$ cat src/rtl/bottomhalf_bus_core.sv
`default_nettype none
// ============================================================================
// Module   : bottomhalf_bus_core
// Purpose  : Fully synchronous host-bus front end for bottom-half bitfiles.
//            Oversamples the host ALE/WRITE/READ strobes, latches the command
//            address, produces single-cycle write/read strobes for the
//            payload, serves ID/status bytes on readback and provides a
//            programmable microsecond delay timer.
// Ports    : osc        - system clock (only clock)
//            rst        - synchronous reset, active high
//            bus_ale    - host address-latch strobe (raw pin)
//            bus_write  - host write strobe, rising edge commits a write
//            bus_read   - host read strobe, active low
//            bus_din    - host data bus, input side
//            bus_dout   - data driven to host when bus_oe=1
//            bus_oe     - data bus output enable (combinational on bus_read)
//            wr_stb     - one-cycle write pulse, with wr_addr / wr_data
//            rd_stb     - one-cycle read-request pulse, with rd_addr
//            rd_data    - payload read data, sampled while rd_stb is high
//            dly_start  - load delay timer (ignored while dly_busy=1)
//            dly_usec   - delay length in microseconds
//            dly_busy   - high while the delay timer runs
// Revision : 1.0 - initial release
// ============================================================================
module bottomhalf_bus_core #(
    parameter logic [15:0] TYPE        = 16'h0000,
    parameter logic [7:0]  SUBTYPE     = 8'h00,
    parameter int          CLK_MHZ     = 24,
    parameter int          DELAY_W     = 16,
    parameter int          SYNC_STAGES = 2,
    parameter int          ADDR_OK_BIT = 4
) (
    input  logic        osc,
    input  logic        rst,
    input  logic        bus_ale,
    input  logic        bus_write,
    input  logic        bus_read,
    input  logic [7:0]  bus_din,
    output logic [7:0]  bus_dout,
    output logic        bus_oe,
    output logic        wr_stb,
    output logic [7:0]  wr_addr,
    output logic [7:0]  wr_data,
    output logic        rd_stb,
    output logic [7:0]  rd_addr,
    input  logic [7:0]  rd_data,
    input  logic        dly_start,
    input  logic [11:0] dly_usec,
    output logic        dly_busy
);

    // Product is formed 8 bits wider than the counter so overflow is visible.
    localparam int PROD_W = DELAY_W + 8;

    // Synchroniser chains: bit 0 is the newest sample, bit SYNC_STAGES-1 the
    // settled one used for edge detection.
    logic [SYNC_STAGES-1:0] r_ale_sync;
    logic [SYNC_STAGES-1:0] r_wr_sync;
    logic [SYNC_STAGES-1:0] r_rd_sync;
    logic [7:0]             r_din_sync [SYNC_STAGES];

    logic                   r_ale_hist;
    logic                   r_wr_hist;
    logic                   r_rd_hist;

    logic [7:0]             r_addr;
    logic                   r_wr_stb;
    logic [7:0]             r_wr_addr;
    logic [7:0]             r_wr_data;
    logic                   r_rd_stb;
    logic [7:0]             r_rd_addr;
    logic [7:0]             r_bus_dout;
    logic [DELAY_W-1:0]     r_count;

    logic                   w_ale_s;
    logic                   w_wr_s;
    logic                   w_rd_s;
    logic [7:0]             w_din_s;
    logic                   w_ale_fall;
    logic                   w_wr_rise;
    logic                   w_rd_fall;
    logic                   w_busy;
    logic [7:0]             w_rd_mux;
    logic [PROD_W-1:0]      w_prod;
    logic [DELAY_W-1:0]     w_load;

    assign w_ale_s = r_ale_sync[SYNC_STAGES-1];
    assign w_wr_s  = r_wr_sync[SYNC_STAGES-1];
    assign w_rd_s  = r_rd_sync[SYNC_STAGES-1];
    assign w_din_s = r_din_sync[SYNC_STAGES-1];

    assign w_ale_fall = r_ale_hist & ~w_ale_s;
    assign w_wr_rise  = ~r_wr_hist & w_wr_s;
    assign w_rd_fall  = r_rd_hist & ~w_rd_s;

    // ------------------------------------------------------------------------
    // Synchronisers and edge history. The read chain and its history reset to
    // the idle (high) level so releasing reset never looks like a READ edge.
    // ------------------------------------------------------------------------
    always_ff @(posedge osc) begin
        if (rst) begin
            r_ale_sync <= '0;
            r_wr_sync  <= '0;
            r_rd_sync  <= '1;
            for (int i = 0; i < SYNC_STAGES; i++) begin
                r_din_sync[i] <= '0;
            end
            r_ale_hist <= 1'b0;
            r_wr_hist  <= 1'b0;
            r_rd_hist  <= 1'b1;
        end else begin
            r_ale_sync    <= {r_ale_sync[SYNC_STAGES-2:0], bus_ale};
            r_wr_sync     <= {r_wr_sync[SYNC_STAGES-2:0], bus_write};
            r_rd_sync     <= {r_rd_sync[SYNC_STAGES-2:0], bus_read};
            r_din_sync[0] <= bus_din;
            for (int i = 1; i < SYNC_STAGES; i++) begin
                r_din_sync[i] <= r_din_sync[i-1];
            end
            r_ale_hist <= w_ale_s;
            r_wr_hist  <= w_wr_s;
            r_rd_hist  <= w_rd_s;
        end
    end

    // ------------------------------------------------------------------------
    // Address latch and strobes. Strobes sample r_addr in the same edge the
    // latch may be reloaded, so a coincident ALE edge uses the old address.
    // ------------------------------------------------------------------------
    always_ff @(posedge osc) begin
        if (rst) begin
            r_addr    <= '0;
            r_wr_stb  <= 1'b0;
            r_wr_addr <= '0;
            r_wr_data <= '0;
            r_rd_stb  <= 1'b0;
            r_rd_addr <= '0;
        end else begin
            r_wr_stb <= w_wr_rise;
            r_rd_stb <= w_rd_fall;
            if (w_ale_fall) begin
                r_addr <= w_din_s;
            end
            if (w_wr_rise) begin
                r_wr_addr <= r_addr;
                r_wr_data <= w_din_s;
            end
            if (w_rd_fall) begin
                r_rd_addr <= r_addr;
            end
        end
    end

    // Readback source selected by the address captured with rd_stb.
    always_comb begin
        w_rd_mux = rd_data;
        case (r_rd_addr)
            8'hFC:   w_rd_mux = {7'b0, w_busy};
            8'hFD:   w_rd_mux = TYPE[7:0];
            8'hFE:   w_rd_mux = TYPE[15:8];
            8'hFF:   w_rd_mux = SUBTYPE;
            default: w_rd_mux = rd_data;
        endcase
    end

    always_ff @(posedge osc) begin
        if (rst) begin
            r_bus_dout <= '0;
        end else if (r_rd_stb) begin
            r_bus_dout <= w_rd_mux;
        end
    end

    // ------------------------------------------------------------------------
    // Delay timer: load CLK_MHZ*usec (saturated), count down to zero.
    // ------------------------------------------------------------------------
    assign w_prod = PROD_W'(CLK_MHZ) * PROD_W'(dly_usec);
    assign w_load = (w_prod[PROD_W-1:DELAY_W] != '0) ? '1 : w_prod[DELAY_W-1:0];
    assign w_busy = (r_count != '0);

    always_ff @(posedge osc) begin
        if (rst) begin
            r_count <= '0;
        end else if (dly_start && !w_busy) begin
            r_count <= w_load;
        end else if (w_busy) begin
            r_count <= r_count - DELAY_W'(1);
        end
    end

    assign bus_dout = r_bus_dout;
    // Raw pin, not the synchronised copy, so the bus is released immediately.
    assign bus_oe   = ~bus_read & r_addr[ADDR_OK_BIT];
    assign wr_stb   = r_wr_stb;
    assign wr_addr  = r_wr_addr;
    assign wr_data  = r_wr_data;
    assign rd_stb   = r_rd_stb;
    assign rd_addr  = r_rd_addr;
    assign dly_busy = w_busy;

endmodule
`default_nettype wire

$ cat config.mk
export PLATFORM = sky130hd
export DESIGN_NAME = bottomhalf_bus_core
export DESIGN_NICKNAME = d
export VERILOG_FILES = /design/src/rtl/bottomhalf_bus_core.sv
export SDC_FILE = /design/constraint.sdc
export NUM_CORES = 1
export LEC_CHECK = 0
export BUFFER_PORTS_ARGS = -buffer_cell sky130_fd_sc_hd__buf_2
export CAP_MARGIN = 10
export CELL_PAD_IN_SITES_DETAIL_PLACEMENT = 1
export CELL_PAD_IN_SITES_GLOBAL_PLACEMENT = 2
export CORE_UTILIZATION = 36
export CTS_CLUSTER_DIAMETER = 150
export DETAILED_ROUTE_END_ITERATION = 8
export GPL_TIMING_DRIVEN = 1
export PLACE_DENSITY = 0.95
export SYNTH_ARGS = -nofsm -noshare
export SYNTH_HDL_FRONTEND = slang
export SYNTH_SLANG_ARGS = --single-unit
$ cat constraint.sdc
create_clock -name osc -period 6.5 [get_ports osc]
set_clock_uncertainty 0.15 [all_clocks]
set_input_delay 0.65 -clock osc [delete_from_list [all_inputs] [get_ports osc]]
set_output_delay 0.65 -clock osc [all_outputs]
set_load 0.02 [all_outputs]
==> results of run 1 <==
[placed cells by master, fill, tap and decap left out, types with 7 or more instances in the layout]
cell type  netlist  final
a211oi_1        11     11
a21oi_1         34     34
buf_2            0     69
clkbuf_8         1      9
dfxtp_1         83     83
ha_1            15     15
inv_1            8      8
mux2i_1         17     17
nand2_1         40     40
nand2b_1        12     12
nand3_1         10     10
nor2_1          34     34
nor2b_1         26     26
nor3_1          15     15
o21ai_0          7      7
xnor2_1          9      9
xor2_1           7      7
[final timing paths]
| check | start | endpoint | slack, ps | cells past startpoint |
|---|---|---|---|---|
| hold reg to reg | r_rd_sync[0]$_SDFF_PP1_ | r_rd_sync[1]$_SDFF_PP1_ | 270 | 1 |
| setup reg to reg | r_count[7]$_SDFFE_PP0P_ | r_count[14]$_SDFFE_PP0P_ | 3860 | 7 |
| hold / removal | r_rd_sync[0]$_SDFF_PP1_ | r_rd_sync[1]$_SDFF_PP1_ | 270 | 1 |
| setup / recovery | r_count[7]$_SDFFE_PP0P_ | dly_busy | 3340 | 5 |
[sequential cells by signal, indices dropped and copies added, names as in the netlist, 2 cells and up]
name        cells
r_count        16
r_din_sync     16
bus_dout        8
r_addr          8
rd_addr         8
wr_addr         8
wr_data         8
r_ale_sync      2
r_rd_sync       2
r_wr_sync       2
[area by class of cell]
| cell class | instances | area (um2) |
|---|---|---|
| flip-flops and latches | 83 | 1660 |
| multi-input cells | 294 | 1920 |
| fillers | 1191 | 5540 |
| inverters | 9 | 38.8 |
| clock inverters | 7 | 58.8 |
| well taps | 133 | 166 |
| clock buffers | 9 | 124 |
| repair buffers | 70 | 353 |
[layer usage]
metal / global-route usage / share of wire
met5: 0 / 0
met1: 0.215 / 0.47
met3: 0.0282 / 0.031
met2: 0.287 / 0.48
met4: 0.0748 / 0.015
[Yosys cell counts, drive strengths merged (2+ instances only)]
cell and n:
a2111oi 2, a211oi 12, a21o 4, a21oi 35
a221oi 4, and3 2, clkbuf 15, dfxtp 83
ha 15, inv 9, mux2i 17, nand2 41
nand2b 12, nand3 10, nor2 36, nor2b 26
nor3 16, nor4 5, nor4b 2, o211ai 4
o21ai 9, o21bai 3, o31a 2, o31ai 3
or2 4, or3 2, or4 2, xnor2 9
xor2 7
[worst register-to-register path, stage by stage, from the launching register on]
cell     delay (ps)
dfxtp_1         360
or4_4           570
or4_4           570
nor2_8          250
inv_6            90
o21ai_4         290
a311o_1         170
o32ai_1          70
[through the flow]
stage | total power [mW] | worst slack [ps]
2_1_floorplan | 0.886 | 3930
3_3_place_gp | 0.950 | 3420
3_5_place_dp | 0.966 | 3260
4_1_cts | 1.31 | 3310
5_1_grt | 1.38 | 3100
6_report | 1.30 | 3340
[report_power, final]
part           switching (mW)  internal (mW)
clock                   0.198          0.145
combinational           0.217          0.154
sequential             0.0360          0.549
total                   0.451          0.848
[logic make-up after synthesis]
family	Yosys count	synth area share
buffers and inverters	25	0.0315
XOR/XNOR	16	0.0379
flip-flops	83	0.449
multiplexers	17	0.0460
AO/OA/AOI/OAI	85	0.153
adder cells (fa/ha/maj)	16	0.0562
AND/OR/NAND/NOR	160	0.226
==> metrics.cfg, run 1 <==
[outcome]
status = finished clean

[sta]
min_period_over_period = 0.487
slew_headroom = 0.185
tns_ps = 0
max_freq_mhz = 316
rsz0062_at_grt = no
setup_viol = 0
whs_ps = 265
fin_crit_ps = 3160
slew_violations = 0
hold_viol_final = 0
tightest_slew_ps = 1220

[die]
ioPinCount = 70
core-area_um2 = 9860
start_util = 0.375
rows = 36
die_x_um = 103
fp.dieArea_um2 = 10700
chipHeight_um = 103

[flow_run]
cap_violations = 0

[placed_design]
hpwl_um = 6400
place_congestion = 0.772
io_buffer_count = 69
place_area_um2 = 4140
dp.cells = 589

[yosys]
synth-seq-cells = 83
synth_area_leaders = dfxtp_1, ha_1, a21oi_1
synth_fp_nets = 452
yosysWarnings = 0
synth.avg_cell_area_um2 = 9.20
synth_top_area_frac = 0.449
syn_area_um2 = 3700
ys_seq_area_frac = 0.449
synth.distinct_cells = 53
synth_flop_cell = dfxtp_1
synth_edf_count = 0
ys_async_sr_fraction = 0
synth_cells = 402
synth_largest_area_cell = dfxtp_1

[clock_tree]
cts_tree = done
htree_levels = 3
clkSinkCount = 83
root_buffer = clkbuf_8
postCtsHoldBufs = 0
numCtsBuffers = 9
clkSlewWorstSetupHoldPaths_ps = 90
cts_resized = 0
clk_latency_ps = 360
clock_path_buffers = 2
cts_setup_buffers = 0

[cells_and_area]
area_growth_pct = 16.9
fin_nets = 517
diodes = 0
post-route-util = 0.438
drive_above_1_share = 0.216
instances_no_fill = 605
fin_area_um2 = 4320

[global_route]
grt_pass1_vias = 2921
grt_overflow = 0
antenna_found_initial = 0
track_usage = 0.171
grt_max_degree = 74
grt_pass1_wl_um = 14000

[critical_path]
critical-path-max-stage-delay_ps = 570
cp.required_ps = 5700
critPathMaxFanout = 10
critPathKind = reg -> out
start_kind = register
crit_path_end_kind = output pin
cpLargestDelayFamily = simple AND/OR/NAND/NOR gates
crit_chain = or4_4 > or4_4 > nor2_8 > inv_6 > buf_2
cp_slowest_cell = or4_4
crit_buf_inv = 2
path_common_cell = or4_4
arrival_ps = 2360

[pwr]
power_density_nw_per_um2 = 301
power_leakage_nw = 1.77
peakVddDrop_mv = 0.108

[route]
wl_per_cell_um = 14.4
drc_errors = 0
drt_pass1_iterations = 4
wl_um = 8690
drt_iter0_drc = 112
dr_total_vias = 3085
ant_nets = 0
viasPerCell = 5.10

[worst_hold_path]
hold_class = reg -> reg

(Power assumes the default switching activity.)
==> run 2: changes to the inputs <==
--- a/config.mk
+++ b/config.mk
@@ -9,11 +9,11 @@
 export CAP_MARGIN = 10
 export CELL_PAD_IN_SITES_DETAIL_PLACEMENT = 1
 export CELL_PAD_IN_SITES_GLOBAL_PLACEMENT = 2
-export CORE_UTILIZATION = 36
+export CORE_UTILIZATION = 33
 export CTS_CLUSTER_DIAMETER = 150
 export DETAILED_ROUTE_END_ITERATION = 8
 export GPL_TIMING_DRIVEN = 1
-export PLACE_DENSITY = 0.95
+export PLACE_DENSITY = 0.89
 export SYNTH_ARGS = -nofsm -noshare
 export SYNTH_HDL_FRONTEND = slang
 export SYNTH_SLANG_ARGS = --single-unit
==> constraint.sdc (replaced) <==
create_clock -name osc -period 3.2 [get_ports osc]
set_clock_uncertainty 0.15 [all_clocks]
set_input_delay 0.32 -clock osc [delete_from_list [all_inputs] [get_ports osc]]
set_output_delay 0.32 -clock osc [all_outputs]
set_load 0.02 [all_outputs]
==> run 2 against run 1 <==
First-iteration DRC count shrank 11%. Combinational power grew 100%. Non-clock buffer count grew 3. Wire length shrank 1.5%.
==> metrics.cfg, run 2 (same netlist as run 1, synthesis figures left out) <==
[route]
drt_pass1_iterations = 4  ; unchanged
ant_nets = 0  ; unchanged
drc_errors = 0  ; unchanged
viasPerCell = 5.00  ; -1.9%
drt_iter0_drc = 100  ; -11%
dr_total_vias = 3071  ; -0.45%
wl_per_cell_um = 13.9  ; -2.9%
wl_um = 8560  ; -1.5%

[clock_tree]
clock_path_buffers = 2  ; unchanged
cts_setup_buffers = 0  ; unchanged
numCtsBuffers = 9  ; unchanged
postCtsHoldBufs = 0  ; unchanged
cts_tree = done
root_buffer = clkbuf_8
clkSlewWorstSetupHoldPaths_ps = 90  ; about the same
clkSinkCount = 83  ; unchanged
clk_latency_ps = 340  ; -20 ps
cts_resized = 0  ; unchanged
htree_levels = 3  ; unchanged

[placed_design]
hpwl_um = 6410  ; about the same
place_congestion = 0.765  ; -0.89%
io_buffer_count = 69  ; unchanged

[pwr]
power_leakage_nw = 1.80  ; +1.6%
power_density_nw_per_um2 = 628  ; +110%
peakVddDrop_mv = 0.212  ; +97%

[global_route]
grt_pass1_wl_um = 13800  ; -0.89%
grt_overflow = 0  ; unchanged
track_usage = 0.150  ; -0.0205
grt_use_met3 = 0.0260  ; -0.00220
antenna_found_initial = 0  ; unchanged
grt_use_met2 = 0.247  ; -0.0401
grt_pass1_vias = 2919  ; -0.068%
grt_max_degree = 47  ; -36%
grt_use_met1 = 0.196  ; -0.0185
top_usage_layer = met2

[critical_path]
critPathKind = reg -> out
crit_path_end_kind = output pin
path_common_cell = or4_4
cp.required_ps = 2730  ; -2970 ps
arrival_ps = 2340  ; -20 ps
crit_buf_inv = 2  ; unchanged
critPathMaxFanout = 10  ; unchanged
cp_slowest_cell = or4_4
start_kind = register
critical-path-max-stage-delay_ps = 570  ; about the same
cpLargestDelayFamily = simple AND/OR/NAND/NOR gates
crit_chain = or4_4 > or4_4 > nor2_8 > inv_6 > buf_2

[cells_and_area]
drive_above_1_share = 0.219  ; +0.00331
layout_commonest_cell = dfxtp_1
post-route-util = 0.403  ; -0.0354
fin_nets = 520  ; +0.58%
top_regs = r_count (16), r_din_sync (16)
layout_common_cells = dfxtp_1, buf_2, nand2_1
diodes = 0  ; unchanged
area_growth_pct = 18.6

[die]
fp.dieArea_um2 = 11600  ; +8.9%
die_x_um = 108  ; +4.4%
ioPinCount = 70  ; unchanged
rows = 38  ; +5.6%
start_util = 0.340  ; -0.0352
core-area_um2 = 10900  ; +10%
chipHeight_um = 108  ; +4.4%

[flow_run]
cap_violations = 0  ; unchanged

[worst_hold_path]
hold_class = in -> reg

[sta]
min_period_over_period = 0.878
max_freq_mhz = 356
fin_crit_ps = 2810
setup_viol = 0  ; unchanged
hold_viol_final = 0  ; unchanged
slew_violations = 0  ; unchanged
slew_headroom = 0.220  ; +0.0352
tightest_slew_ps = 1160  ; -52.6 ps
tns_ps = 0  ; unchanged
rsz0062_at_grt = no

[outcome]
status = finished clean

## run 2: worst reg2reg max path, stage by stage, from the launching register on
cell     delay [ps]
dfxtp_1         360
or4_4           570
or4_4           570
nor2_8          250
inv_6            80
o21ai_4         290
a311o_1         170
o32ai_1          60
## run 2: worst paths after layout
kind | to | slack (ps) | cells past startpoint | startpoint
max reg2reg | r_count[14]$_SDFFE_PP0P_ | 570 | 7 | r_count[7]$_SDFFE_PP0P_
min reg2reg | r_rd_sync[1]$_SDFF_PP1_ | 270 | 1 | r_rd_sync[0]$_SDFF_PP1_
max | dly_busy | 390 | 5 | r_count[7]$_SDFFE_PP0P_
min | r_din_sync[0][3]$_SDFF_PP0_ | 30 | 2 | bus_din[3]
## run 2: cell type report
cell class | instances | area (um2)
fillers | 1290 | 6500
multi-input cells | 294 | 1920
flip-flops and latches | 83 | 1660
repair buffers | 73 | 375
well taps | 140 | 175
clock buffers | 9 | 124
clock inverters | 6 | 90.1
inverters | 9 | 38.8
## run 2: power by group
group	leakage (nW)	switching (mW)	total [mW]	internal, mW
Clock	0.106	0.372	0.810	0.438
Combinational	1.01	0.435	0.758	0.323
Sequential	0.677	0.0715	1.19	1.12
Total	1.80	0.879	2.76	1.88
## run 2: stage by stage
stage                     power, mW  setup WS, ps  cell area (um2)  hold WS [ps]  std cells
after floorplan                1.80           763             3700           239        402
after global placement         1.95           427             4170           249        599
after detailed placement       1.97           359             4170           254        599
after CTS                      2.79           376             4380          19.5        614
after global routing           2.92           242             4380          31.9        614
final                          2.76           390             4380          31.9        614
## run 2: metal layers
metal	wire, um	part of all wire
met2	4010	0.47
met1	4120	0.48
met5	0	0
met4	109	0.013
met3	327	0.038
==> run 3: changes to the inputs <==
--- a/config.mk
+++ b/config.mk
@@ -9,6 +9,7 @@
 export CAP_MARGIN = 10
 export CELL_PAD_IN_SITES_DETAIL_PLACEMENT = 1
 export CELL_PAD_IN_SITES_GLOBAL_PLACEMENT = 2
+export CORE_ASPECT_RATIO = 1.1
 export CORE_UTILIZATION = 33
 export CTS_CLUSTER_DIAMETER = 150
 export DETAILED_ROUTE_END_ITERATION = 8
==> run 3 against run 2 <==
Cell count up 1.5%. Wire length up 4.0%. Largest cell class unchanged. Critical path depth unchanged. Sequential cell count unchanged.
==> metrics.cfg, run 3 (same netlist as run 1, synthesis figures left out) <==
[critical_path]
cp.required_ps = 2730  ; about the same
start_kind = register
critPathMaxFanout = 10  ; unchanged
arrival_ps = 2320  ; -20 ps
crit_path_end_kind = output pin
critPathKind = reg -> out

[cells_and_area]
layout_common_cells = dfxtp_1, buf_2, nand2_1
post-route-util = 0.414  ; +0.0111
fin_nets = 521  ; +0.19%
layout_commonest_cell = dfxtp_1
top_regs = r_count (16), r_din_sync (16)
diodes = 0  ; unchanged
drive_above_1_share = 0.221  ; +0.00118
area_growth_pct = 22.1

[global_route]
grt_pass1_vias = 3048  ; +4.4%
track_usage = 0.160  ; +0.00997
grt_max_degree = 34  ; -28%
grt_pass1_wl_um = 14600  ; +5.2%
antenna_found_initial = 0  ; unchanged
grt_overflow = 0  ; unchanged

[flow_run]
cap_violations = 0  ; unchanged

[die]
core-area_um2 = 10900  ; +0.21%
fp.dieArea_um2 = 11600  ; about the same
ioPinCount = 70  ; unchanged
chipHeight_um = 113  ; +4.8%
start_util = 0.339  ; -0.000701
die_x_um = 103  ; -4.6%
rows = 40  ; +5.3%

[route]
wl_per_cell_um = 14.3  ; +2.5%
wl_um = 8900  ; +4.0%
dr_total_vias = 3082  ; +0.36%
drt_iter0_drc = 94  ; -6.0%
drt_pass1_iterations = 4  ; unchanged
viasPerCell = 4.95  ; -1.1%
drc_errors = 0  ; unchanged
ant_nets = 0  ; unchanged

[pwr]
peakVddDrop_mv = 0.281  ; +33%
power_density_nw_per_um2 = 680  ; +8.2%
power_leakage_nw = 1.85  ; +3.1%

[clock_tree]
clk_latency_ps = 330  ; about the same
cts_setup_buffers = 0  ; unchanged
cts_resized = 0  ; unchanged
root_buffer = clkbuf_16
clkSinkCount = 83  ; unchanged
clock_path_buffers = 2  ; unchanged
postCtsHoldBufs = 0  ; unchanged
cts_tree = done
numCtsBuffers = 9  ; unchanged
clkSlewWorstSetupHoldPaths_ps = 60  ; -30 ps
htree_levels = 3  ; unchanged

[sta]
hold_viol_final = 0  ; unchanged
rsz0062_at_grt = no
tightest_slew_ps = 1170  ; +2.10 ps
setup_viol = 0  ; unchanged
slew_violations = 0  ; unchanged
slew_headroom = 0.219  ; -0.00141
tns_ps = 0  ; unchanged
min_period_over_period = 0.872  ; -0.00598
max_freq_mhz = 358  ; +0.69%
fin_crit_ps = 2790  ; -19.1 ps

[placed_design]
hpwl_um = 6540  ; +2.1%
place_congestion = 0.772  ; +0.92%
io_buffer_count = 69  ; unchanged

[outcome]
status = finished clean

[worst_hold_path]
hold_class = in -> reg

run 3: cell count changes in the layout (fill, tap and decap cells not counted), sizes merged:
| cell | change |
|---|---|
| buf | +1 |
| clkbuf | +2 |
| clkinv | -1 |
run 3: path summary, 6_finish.rpt:
check	endpoint	slack, ps	cells after the start	start
min reg2reg	r_rd_sync[1]$_SDFF_PP1_	270	1	r_rd_sync[0]$_SDFF_PP1_
max	dly_busy	410	5	r_count[7]$_SDFFE_PP0P_
max reg2reg	r_count[14]$_SDFFE_PP0P_	590	7	r_count[7]$_SDFFE_PP0P_
min	r_din_sync[0][5]$_SDFF_PP0_	40	2	bus_din[5]
run 3: worst max-delay path, stage by stage (launching register included):
cell and delay, ps:
dfxtp_1 350, or4_4 570, or4_4 570, nor2_8 250
inv_6 80, buf_2 160
run 3: report_power, final:
| part | switching, mW | total [mW] | internal [mW] |
|---|---|---|---|
| registers | 0.0731 | 1.19 | 1.12 |
| logic | 0.442 | 0.766 | 0.324 |
| clock network | 0.404 | 1.11 | 0.709 |
| total | 0.918 | 3.07 | 2.15 |
run 3: area by class of cell:
cell class                 count  area, um2
fill                        1307       6400
clock buffer                  11        243
tap                          147        184
multi-input combinational    294       1920
clock inverter                 5       85.1
timing repair buffer          74        383
inverter                       9       38.8
sequential                    83       1660
run 3: routing by layer:
| metal | routed length (um) | global-route usage | up-vias | share of wire |
|---|---|---|---|---|
| li1 | - | - | 1547 | - |
| met1 | 4050 | 0.194 | 1465 | 0.45 |
| met3 | 294 | 0.0222 | 10 | 0.033 |
| met4 | 172 | 0.0732 | 0 | 0.019 |
| met5 | 0 | 0 | - | 0 |
| met2 | 4390 | 0.277 | 60 | 0.49 |
run 3: per-stage QoR:
| step | worst slack, ps | instance area (um2) | hold slack, ps | total power [mW] | cells |
|---|---|---|---|---|---|
| after floorplan | 763 | 3700 | 239 | 1.80 | 402 |
| after global placement | 424 | 4190 | 247 | 1.94 | 607 |
| after detailed placement | 341 | 4190 | 263 | 1.98 | 607 |
| after CTS | 385 | 4510 | 35.4 | 3.11 | 623 |
| after global routing | 239 | 4510 | 49.4 | 3.24 | 623 |
| final | 409 | 4510 | 41.2 | 3.07 | 623 |
